--- config.mk ---
export PLATFORM = sky130hd
export DESIGN_NAME = pc_fetch_sequencer
export DESIGN_NICKNAME = d
export VERILOG_FILES = /design/src/rtl/pc_fetch_sequencer.sv
export SDC_FILE = /design/constraint.sdc
export NUM_CORES = 1
export LEC_CHECK = 0
export CAP_MARGIN = 5
export CORE_ASPECT_RATIO = 0.75
export CORE_MARGIN = 4
export CORE_UTILIZATION = 25
export CTS_CLUSTER_SIZE = 40
export DETAILED_ROUTE_END_ITERATION = 6
export GPL_ROUTABILITY_DRIVEN = 0
export PLACE_DENSITY_LB_ADDON = 0.2
export SLEW_MARGIN = 20
export SYNTH_ARGS = -nofsm -noshare
export SYNTH_HDL_FRONTEND = slang
export SYNTH_SLANG_ARGS = --single-unit
--- constraint.sdc ---
create_clock -name Clock -period 1.7 [get_ports Clock]
set_input_delay 0.34 -clock Clock [delete_from_list [all_inputs] [get_ports Clock]]
set_output_delay 0.34 -clock Clock [all_outputs]
set_load 0.01 [all_outputs]
--- src/rtl/pc_fetch_sequencer.sv ---
`default_nettype none
// +--------------------------------------------------------------------------+
// | pc_fetch_sequencer : fetch-control FSM driving program memory and PC lanes |
// | Rev 1.0                                                                    |
// +--------------------------------------------------------------------------+
module pc_fetch_sequencer #(
  parameter int MEM_TIMEOUT = 15
) (
  input  logic        Clock,
  input  logic        Reset,
  input  logic [15:0] PC,
  output logic [15:0] MemAddr,
  output logic        MemRead,
  input  logic        MemReady,
  input  logic [15:0] MemData,
  output logic [15:0] Instr,
  output logic        InstrValid,
  input  logic        InstrAccept,
  input  logic        Stall,
  input  logic        BranchTaken,
  input  logic [7:0]  BranchDisp,
  input  logic        JumpTaken,
  input  logic [15:0] JumpTarget,
  output logic        PcIncrement,
  output logic [7:0]  PcIn,
  output logic [15:0] PcImm,
  output logic        PcWriteEnable,
  input  logic        Halt,
  output logic        Halted,
  output logic        FetchError
);

  typedef enum logic [2:0] {
    S_IDLE     = 3'd0,
    S_FETCH    = 3'd1,
    S_WAIT_MEM = 3'd2,
    S_ISSUE    = 3'd3,
    S_UPDATE   = 3'd4,
    S_HALT     = 3'd5
  } state_t;

  localparam logic [7:0] c_TIMEOUT = 8'(MEM_TIMEOUT);

  state_t      r_state;
  state_t      w_next;
  logic [7:0]  r_count;
  logic [15:0] r_mem_addr;
  logic        r_mem_read;
  logic [15:0] r_instr;
  logic        r_instr_valid;
  logic        r_fetch_error;
  logic        r_jump;
  logic        r_branch;
  logic [7:0]  r_disp;
  logic [15:0] r_target;
  logic        w_accept;
  logic        w_timeout;

  assign w_accept  = InstrAccept && !Stall;
  // Counter holds the number of WAIT_MEM cycles already spent without data.
  assign w_timeout = (r_count == c_TIMEOUT) && !MemReady;

  always_ff @(posedge Clock or negedge Reset) begin
    if (!Reset) begin
      r_state <= S_IDLE;
    end else begin
      r_state <= w_next;
    end
  end

  always_comb begin
    w_next        = r_state;
    PcIncrement   = 1'b0;
    PcWriteEnable = 1'b0;
    PcIn          = 8'h00;
    PcImm         = 16'h0000;
    case (r_state)
      S_IDLE:     w_next = Halt ? S_HALT : S_FETCH;
      S_FETCH:    w_next = S_WAIT_MEM;
      S_WAIT_MEM: begin
        if (MemReady) begin
          w_next = S_ISSUE;
        end else if (w_timeout) begin
          w_next = S_HALT;
        end
      end
      S_ISSUE:    if (w_accept) w_next = S_UPDATE;
      S_UPDATE: begin
        w_next = Halt ? S_HALT : S_FETCH;
        if (r_jump) begin
          PcWriteEnable = 1'b1;
          PcImm         = r_target;
        end else begin
          PcIncrement = 1'b1;
          PcIn        = r_branch ? r_disp : 8'h01;
        end
      end
      S_HALT:     if (!Halt && !r_fetch_error) w_next = S_FETCH;
      default:    w_next = S_IDLE;
    endcase
  end

  always_ff @(posedge Clock or negedge Reset) begin
    if (!Reset) begin
      r_count       <= 8'd0;
      r_mem_addr    <= 16'h0000;
      r_mem_read    <= 1'b0;
      r_instr       <= 16'h0000;
      r_instr_valid <= 1'b0;
      r_fetch_error <= 1'b0;
      r_jump        <= 1'b0;
      r_branch      <= 1'b0;
      r_disp        <= 8'h00;
      r_target      <= 16'h0000;
    end else begin
      case (r_state)
        S_FETCH: begin
          r_mem_addr <= PC;
          r_mem_read <= 1'b1;
          r_count    <= 8'd0;
        end
        S_WAIT_MEM: begin
          if (MemReady) begin
            r_instr       <= MemData;
            r_instr_valid <= 1'b1;
            r_mem_read    <= 1'b0;
          end else if (w_timeout) begin
            r_mem_read    <= 1'b0;
            r_fetch_error <= 1'b1;
          end else begin
            r_count <= r_count + 8'd1;
          end
        end
        S_ISSUE: begin
          if (w_accept) begin
            r_jump        <= JumpTaken;
            r_branch      <= BranchTaken;
            r_disp        <= BranchDisp;
            r_target      <= JumpTarget;
            r_instr_valid <= 1'b0;
          end
        end
        default: ;
      endcase
    end
  end

  assign MemAddr    = r_mem_addr;
  assign MemRead    = r_mem_read;
  assign Instr      = r_instr;
  assign InstrValid = r_instr_valid;
  assign FetchError = r_fetch_error;
  assign Halted     = (r_state == S_HALT);

endmodule
`default_nettype wire

* Word level (Yosys, flattened, before mapping)
Cells that the tools add are included.
** Word-level totals
- Input port bits :: 64
- Register bits after elaboration :: 72
** Cells by class
- Reduce and logical (&&, ||, !) cells :: 18
- Multiplexer cells :: 24
- Bitwise gates (word level) :: 1
- Add/subtract/negate cells :: 1
- Equal/unequal tests :: 12
** Operators with widths (number)
- 8-bit 2-to-1 mux :: 5
- 16-bit 2-to-1 mux :: 2
- 8-bit case mux with 2 select lines :: 1
- 3-bit 2-to-1 mux :: 5
- 3-bit case mux with 5 select lines :: 1
- 3-bit AND reduction :: 4
- 8-bit by 1-bit adder with 8-bit output, second input constant :: 1
- 8-bit by 4-bit equality test with 1-bit output, second input constant :: 1
- 1-bit 2-to-1 mux :: 8
- 2-bit != test, second input constant :: 4
- 3-bit by 2-bit equality test with 1-bit output, second input constant :: 2
- 3-bit equality test, second input constant :: 2
- 2-bit AND reduction :: 3
- 1-bit zero test :: 4
- 1-bit case mux with 2 select lines :: 2
- 2-bit nonzero test :: 2
- 3-bit by 1-bit equality test with 1-bit output, second input constant :: 1
- 1-bit logical AND :: 3
- 3-bit zero test :: 1
- 3-bit != test, second input constant :: 1
- 2-bit by 1-bit != test with 1-bit output, second input constant :: 1
- 2-bit OR reduction :: 1
- 1-bit NOT :: 1

* Longest topological paths before layout
- Word-level depth :: 5
- Depth in mapped cells :: 7

* Worst setup path after synthesis
No wires, ideal clock.
- Path type :: reg2out
- From :: register r_state[1]
- To :: output PcImm[10]
- Path slack :: -0.052 ns
- Arrival :: 1.412 ns
- Data required time :: 1.360 ns
- Stages on the path, launching flop included :: 5
- Path through :: dfrtp_1 nand2b_1 nor3b_2 clkbuf_1 and2_1
** On the way
- Longest elaborated chain between the ends :: 2
** Ends and longest elaborated chain
- start: declaration :: line 44 : state_t r_state;
- start signal: assignment :: line 67 : r_state <= w_next;
- 3-bit equality test :: line 77 : case (r_state)
- 16-bit 2-to-1 mux :: line 77
- end: declaration :: line 26 : output logic [15:0] PcImm,
No other way between the ends.

* Worst setup path in the final report
- From :: register r_state[1]
- To :: output PcImm[14]
Same word-level chain as after synthesis.

==> flow_metrics.env <==
export IMPL_status="finished with violations"
export IMPL_violations="setup timing"
export IMPL_synthToLayoutAreaGrowth_pct=76.4
export IMPL_powerDensity_mw_per_mm2=1590
export IMPL_grt_pass1_vias=2816
export IMPL_hold_viol_final=0
export IMPL_ys_types=38
export IMPL_fin_util_pct=45.0
export IMPL_clock_latency_ps=330
export IMPL_avgSynthCellArea_um2=11.6
export IMPL_syn_num_nets=333
export IMPL_finalInstanceArea_mm2=0.00550
export IMPL_drt_met1_wl_um=3680
export IMPL_grt_pass1_wl_um=14100
export IMPL_overflow=0
export IMPL_dr_wl_met3_um=911
export IMPL_min_path_type="primary input to asynchronous set/reset pin"
export IMPL_fin_setup_tns_ps=-4980
export IMPL_skew_ps=4.33
export IMPL_p_leak_nw=2.53
export IMPL_rsz0062_at_grt="true"
export IMPL_clkSinkCount=72
export IMPL_grt_total_usage_pct=12.6
export IMPL_cp_end_kind="output pin"
export IMPL_dpl_hpwl_um=5760
export IMPL_period_needed_ps=1900
export IMPL_dr_first_iter_drc_count=96
export IMPL_clkTransAtPathRegs_ps=60
export IMPL_final_max_slew_violation_count=0
export IMPL_place_area_mm2=0.00476
export IMPL_drcViolationCount=0
export IMPL_num_nets_final=504
export IMPL_start_util_pct=25.5
export IMPL_dr_pass1_iters=4
export IMPL_drt_wl_total_um=8680
export IMPL_coreArea_mm2=0.0122
export IMPL_irDropWorstVdd_mv=0.764
export IMPL_grt_max_degree=73
export IMPL_synth_seq_area_share_pct=57.8
export IMPL_final_antenna_net_count=0
export IMPL_htreeDepth=3
export IMPL_drv_cap=0
export IMPL_setup_violations=44
export IMPL_cp_max_fo=8
export IMPL_mappedNetlistArea_mm2=0.00312
export IMPL_reg2reg_depth=7
export IMPL_worstMarginPinSlew_ps=390
export IMPL_cts_tree="done"
export IMPL_die_w_um=137
export IMPL_synth_warnings=0
export IMPL_cts_buffers=9
export IMPL_arrival_ps=1560
export IMPL_dieArea_mm2=0.0143
export IMPL_port_buffers=125
export IMPL_vias_per_cell=4.25
export IMPL_top_layer_used="met4"
export IMPL_cts_buffer_depth=2
export IMPL_critPathLaunchType="flop"
export IMPL_ios=126
export IMPL_n_antenna_cell=0
export IMPL_die_y_um=105
export IMPL_period_share_pct=112
export IMPL_max_freq_ghz=0.526
export IMPL_ff2ff_setup_slack_ps=-80
export IMPL_slew_headroom_pct=74.0
export IMPL_fp_row_count=35
export IMPL_yosys_register_bits=72
export IMPL_routedWlPerCell_um=14.2
export IMPL_antenna_found_initial=0
export IMPL_root_buffer="clkbuf_16"
export IMPL_routed_via_count=2595
export IMPL_wl_met2_um=3970
export IMPL_required_ps=1360
export IMPL_critPathKind="flop to output pin"
export IMPL_pre_cts_slack_ps=-357
export IMPL_worstReg2RegStart="r_state[0]"
export IMPL_r2r_end="r_target[7]"
export IMPL_netlist_instances=268
export IMPL_setup_ws_ps=-203
export IMPL_drive_above_1_share_pct=38.3
[cell usage in the layout, fill, tap and decap left out, types with 8 or more instances in the layout]
cell / instances
and2_4: 15
buf_2: 9
buf_4: 31
buf_6: 30
clkbuf_16: 9
clkdlybuf4s50_1: 97
dfrtp_1: 71
mux2_2: 25
mux2_4: 16
nand2_1: 54
nand3_1: 8
[area by class of cell]
type                            count  area [um^2]
Multi-Input combinational cell    176         1410
Tap cell                          166          208
Timing Repair Buffer              172         1710
Clock buffer                       11          233
Sequential cell                    72         1800
Fill cell                        1128         6720
Clock inverter                      5          104
Inverter                            8         30.0
[cell usage after synthesis]
master	number	share of area (%)
nor3b_1	2	0.48
nor2b_1	1	0.20
buf_2	1	0.16
o31ai_1	1	0.24
nor4_1	1	0.20
mux2_2	41	15
nand4_1	1	0.20
nor2_1	4	0.48
nand2b_1	2	0.40
nor2_4	1	0.36
nor3_1	3	0.48
a21o_1	3	0.72
clkbuf_1	6	0.72
ha_1	1	0.40
nor4b_4	1	0.76
nor3b_2	2	0.80
or2_2	1	0.20
and3_1	8	1.6
a31oi_1	1	0.20
a31o_1	1	0.28
o22ai_1	1	0.20
o21ai_4	1	0.52
inv_1	8	0.96
nand3_1	8	1.3
o21ai_0	7	1.1
or4_4	1	0.36
a22o_1	1	0.28
mux2i_1	2	0.64
nand2_1	54	6.5
nand2_2	1	0.20
a21oi_1	3	0.48
or3_1	2	0.40
a21boi_0	2	0.48
and2_1	16	3.2
buf_4	5	1.2
dfrtp_1	72	58
o211ai_1	1	0.24
nor3_2	1	0.32
[timing repair]
item	in CTS	in global routing
gates resized for setup	163	36
gates cloned	4	0
endpoints found under the hold margin	0	0
setup buffers	12	7
hold buffers	0	0
pin swaps	24	5
endpoints found under the setup margin	54	75
[critical path, stage by stage, from the launching register on]
cell and delay (ps):
dfrtp_1 370, nand2b_4 170, nor3b_4 220, buf_6 140
buf_6 110, and2_4 140, buf_6 90
[metrics by stage]
step                cells  hold WS, ps  total power, mW
finish                610         17.5             8.76
floorplan             268         44.4             4.41
detailed placement    574          388             6.11
CTS                   606         24.8             8.65
global placement      574          396             6.06
global route          610         38.8             9.37
[where the power goes]
group | switching (mW) | leakage [nW] | total, mW | internal, mW
clock | 0.706 | 0.164 | 2.14 | 1.44
sequential | 0.459 | 0.887 | 2.95 | 2.49
combinational | 1.46 | 1.48 | 3.66 | 2.20
[worst max path at each step]
| stage | startpoint | end | slack (ps) | depth (start not counted) |
|---|---|---|---|---|
| 2_1_floorplan | r_state[2] | PcImm[10] | -1 | 4 |
| 3_3_place_gp | r_state[1] | PcImm[5] | -290 | 5 |
| 3_5_place_dp | r_state[1] | PcImm[0] | -360 | 5 |
| 4_1_cts | r_state[1] | PcIn[6] | -260 | 6 |
| 5_1_grt | r_state[1] | PcIn[0] | -320 | 6 |
| 6_report | r_state[1] | PcImm[14] | -200 | 6 |
[logic make-up after synthesis]
family | share of synthesized area, %
compound gates | 4.78
fa+ha+maj | 0.402
flops | 57.8
mux | 15.5
buf+inv | 3.05
simple gates | 18.5
[flip-flops by register name (all words and copies together) (netlist names)]
| name | cells |
|---|---|
| MemRead | 1 |
| r_jump | 1 |
| r_count | 8 |
| Instr | 16 |
| r_branch | 1 |
| r_disp | 8 |
| MemAddr | 16 |
| r_target | 16 |
| FetchError | 1 |
| r_state | 3 |
| InstrValid | 1 |
[per-layer routing]
metal | vias up | global-route usage (%)
li1 | 1249 | -
met1 | 1245 | 15.1
met2 | 91 | 19.0
met3 | 10 | 7.07
met4 | 0 | 4.34
met5 | - | 0
No activity file was read; power rests on OpenSTA's default activity.
==> RTL change 1 (same flow settings) <==
Register the output `FetchError` once more, with the module's reset; this adds one clock of latency there. The other outputs are not delayed to match.
--- a/src/rtl/pc_fetch_sequencer.sv
+++ b/src/rtl/pc_fetch_sequencer.sv
@@ -149,7 +149,13 @@
   assign MemRead    = r_mem_read;
   assign Instr      = r_instr;
   assign InstrValid = r_instr_valid;
-  assign FetchError = r_fetch_error;
+  always_ff @(posedge Clock or negedge Reset) begin
+    if (!Reset) begin
+      FetchError <= '0;
+    end else begin
+      FetchError <= r_fetch_error;
+    end
+  end
   assign Halted     = (r_state == S_HALT);
 
 endmodule
Function: no difference found for any inputs over 10 cycles, from zero or initial values and one cycle with Reset low; that may be too few to reach the edited logic, so the function may still have changed.
==> RTL change 1 against the original RTL <==
- the flow still finishes with violations (setup timing)
- highest routed layer unchanged
- fmax is 5.7% lower
- synthesized cell count up 0.37%
- sequential cell count rose by 1
- final cell count is 2.8% higher
- worst setup slack worse by 0.12 ns
- largest power group unchanged
- non-clock buffer count grew 17
- synthesized area rose by 0.80%
- total power increased by 2.4%
- combinational power increased by 13%
- first-iteration DRC count rose by 10%
- wire length rose by 8.9%
- cell area increased by 5.6%
==> RTL change 1: results (changes against the original RTL) <==
metric	value	unit	change
outcome	finished with violations		
failing checks	setup timing		
met3 GRT Util	5.101	%	-2.0 points
Worst Setup EP	PcImm[4]		
post-synth cell types	37		-2.6%
global routing usage on met2	19.95	%	+0.96 points
met1 GRT Util	17.59	%	+2.5 points
worst setup margin	-0.3185	ns	-0.1158 ns
final setup TNS	-6.941	ns	-1.963 ns
peak supply drop	0.9836	mV	+29%
total global-route track usage	13.27	%	+0.69 points
Synth Net Count	334		+0.30%
sequential power share	33.0	%	-0.7 points
layout cells sized above 1	40.35	%	+2.1 points
crit-path max FO	6		-2
commonest cells in the netlist	73 x dfrtp_1, 55 x nand2_1, 41 x mux2_2		
flop2flop setup slack	-0.14	ns	-0.06 ns
Cells after Synth	269		+0.37%
sequential area share after synthesis	58.17	%	+0.34 points
sw frac	30.30	%	+0.34 points
R2R cell count	5		-2
worst r2r src	r_state[2]		
Finish-stage setup viols	55		+25%
routed wl met3	698	um	-23%
first-pass GRT wire length	15.07	mm	+7.2%
M1 wire length	4.380	mm	+19%
routed len/inst	15.08	um	+5.9%
HP Class	reg2reg		
number of global-route vias before repair	2855		+1.4%
top cells by area, synth	dfrtp_1 58%, mux2_2 15%, nand2_1 6.6%, and2_1 3.4%, nand3_1 1.9%		
DR iter-0 viols	106		+10%
pwr dens	1545	nW/um^2	-3.0%
[RTL change 1: changes by cell type in the layout (fill, tap and decap cells not counted), sizes merged, moves of 2 or more]
cell	change
buf	+15
inv	-5
clkbuf	+4
nand3	+4
bufinv	-2
nor2	-2
nor3	-2
or4	+2
[RTL change 1: logic make-up (layout without fill, tap and decap cells)]
logic type / count (synthesis) / count (layout) / synth area share (%)
flip-flops: 73 / 73 / 58.17
adder cells (fa/ha/maj): 1 / 1 / 0.3983
AO/OA/AOI/OAI: 21 / 21 / 4.343
multiplexers: 42 / 42 / 15.02
AND/OR/NAND/NOR: 115 / 115 / 19.08
buffers and inverters: 17 / 209 / 2.988
[RTL change 1: timing repair]
item	CTS	global route
setup buffers	24	5
gates cloned	4	3
endpoints found under the setup margin	58	96
endpoints found under the hold margin	17	0
gates resized for setup	206	29
hold buffers	1	0
pin swaps	18	10
[RTL change 1: worst min path at each step]
stage                        to  slack (ns)          start  cells past startpoint
finish               FetchError        0.42  r_fetch_error                      0
global route         FetchError        0.43  r_fetch_error                      0
CTS                  FetchError        0.42  r_fetch_error                      0
detailed placement   MemAddr[8]        0.24          Reset                      1
global placement    MemAddr[11]        0.24          Reset                      1
floorplan            FetchError        0.04          Reset                      0
[RTL change 1: per-stage QoR]
step | setup WS, ns | util (%)
finish | -0.3185 | 47.17
global placement | -0.3000 | 39.10
CTS | -0.3642 | 45.70
detailed placement | -0.3701 | 39.10
floorplan | -0.03922 | -
global route | -0.4204 | 47.17
[RTL change 1: cell type report]
type	instances	area, um^2	area share (%)
timing repair buffer	189	1904	32.81
clock inverter	3	40.04	0.6898
sequential	73	1828	31.49
inverter	4	17.52	0.3018
multi-input combinational	179	1556	26.82
clock buffer	13	250.2	4.311
tap	166	207.7	3.578
==> RTL change 2 (config.mk and constraints unchanged) <==
Made on the original files. The parameter `MEM_TIMEOUT` goes from 15 to 7.
--- a/src/rtl/pc_fetch_sequencer.sv
+++ b/src/rtl/pc_fetch_sequencer.sv
@@ -4,7 +4,7 @@
 // | Rev 1.0                                                                    |
 // +--------------------------------------------------------------------------+
 module pc_fetch_sequencer #(
-  parameter int MEM_TIMEOUT = 15
+  parameter int MEM_TIMEOUT = 7
 ) (
   input  logic        Clock,
   input  logic        Reset,
Behaviour: same outputs for any inputs over 10 cycles, from zero or initial values and one cycle with Reset low; that may be too few to reach the edited logic, so the function may still have changed.
==> RTL change 2 against the original RTL <==
- the flow still finishes with violations (setup timing)
- sequential cell count unchanged
- wire length up 11%
- worst setup slack worse by 0.13 ns
- final cell count down 2.0%
- utilization up 5.1 points
- total power up 6.1%
- global-route usage up 1.1 points
- cell area up 7.3%
- synthesized area down 1.8%
==> RTL change 2: results (changes against the original RTL) <==
metric	value	unit	change
outcome	finished with violations		
failing checks	setup timing		
M1 wire length	4.346	mm	+18%
top cells by area, synth	dfrtp_1 59%, mux2_2 21%, and2_1 3.5%, and3_1 1.6%, o21ai_0 1.6%		
WL final	9.613	mm	+11%
pre-CTS setup slack	-0.4039	ns	-0.04662 ns
number of global-route vias before repair	2819		+0.11%
via/cell ratio	4.329		+1.8%
Syn. warnings	0		unchanged
internal power	6.578	mW	+7.3%
clock share of power	20.7	%	-3.8 points
placed instance count	546		-4.9%
Num CTS Buffers	9		unchanged
Slowest-stage cell, CP	dfrtp_1		
Setup Skew	0.005144	ns	+0.0008165 ns
Compound-Gate Fraction of Synth Area	4.581	%	-0.20 points
peak supply drop	0.8872	mV	+16%
met1 GRT Util	17.42	%	+2.4 points
placed cell areas	4816	um^2	+1.1%
mux cell area share after synthesis	21.35	%	+5.9 points
fill count	1070		-5.1%
Finish-stage setup viols	93		+110%
pwr dens	1575	nW/um^2	-1.2%
iteration count of the initial detailed-routing pass	5		+1
Top Metal Used	met4		
Net count, final	496		-1.6%
clock slew seen by the registers of the worst setup and hold paths	0.06	ns	about the same
total global-route track usage	13.66	%	+1.1 points
XOR/XNOR Fraction of Synth Area	0.5726	%	+0.57 points
post-synthesis adder-cell area fraction	0.4090	%	+0.0074 points
post-detail-place hpwl	5.942	mm	+3.1%
largest net degree at the start of global routing	36		-51%
Synth Net Count	294		-12%
met3 GRT Util	5.717	%	-1.4 points
initial antenna violation count	0		unchanged
routed wl met3	755	um	-17%
CTS H-Tree Depth	3		unchanged
WP data arrival	1.70	ns	+0.14 ns
first-pass GRT wire length	14.97	mm	+6.5%
DR iter-0 viols	69		-28%
Lkg Pwr	2.650	nW	+4.5%
total power	9.288	mW	+6.1%
DR WL met2	4.376	mm	+10%
crit-path max FO	3		-5
post-synth cell types	35		-7.9%
Max-slew headroom	76.73	%	+2.7 points
Vias	2589		-0.23%
commonest cells in the netlist	72 x dfrtp_1, 58 x mux2_2, 17 x and2_1		
sequential area share after synthesis	58.90	%	+1.1 points
global routing usage on met2	20.88	%	+1.9 points
Port Buffers	125		unchanged
Max stage delay on crit path	0.37	ns	about the same
worst setup margin	-0.3354	ns	-0.1326 ns
synthesized area per cell	13.36	um^2	+15%
final setup TNS	-15.45	ns	-10.47 ns
layout cells sized above 1	49.77	%	+11 points
-- RTL change 2: path summary, 6_finish.rpt --
path	start	to	slack, ns	cells after the start
min in group Clock	MemRead	MemRead	0.48	1
min	Reset	MemAddr[11]	0.46	2
max	r_state[1]	PcImm[4]	-0.34	7
max reg2reg	r_state[2]	r_target[10]	-0.33	11
min reg2reg	MemRead	MemRead	0.48	1
max in group asynchronous	Reset	r_state[0]	0.69	3
-- RTL change 2: layout make-up --
| class | instances | share of cell area, % |
|---|---|---|
| Clock inverter | 3 | 0.6790 |
| Clock buffer | 13 | 4.413 |
| Inverter | 3 | 0.1910 |
| Timing Repair Buffer | 199 | 34.54 |
| Tap cell | 162 | 3.437 |
| Sequential cell | 72 | 30.57 |
| Multi-Input combinational cell | 146 | 26.16 |
-- RTL change 2: what timing repair did --
action,4_1_cts,5_1_grt
hold buffers,1,0
endpoints found under the hold margin,22,0
resized for setup,193,73
cloned,5,1
pin swaps,26,12
setup endpoints to repair,87,98
setup buffers,20,15
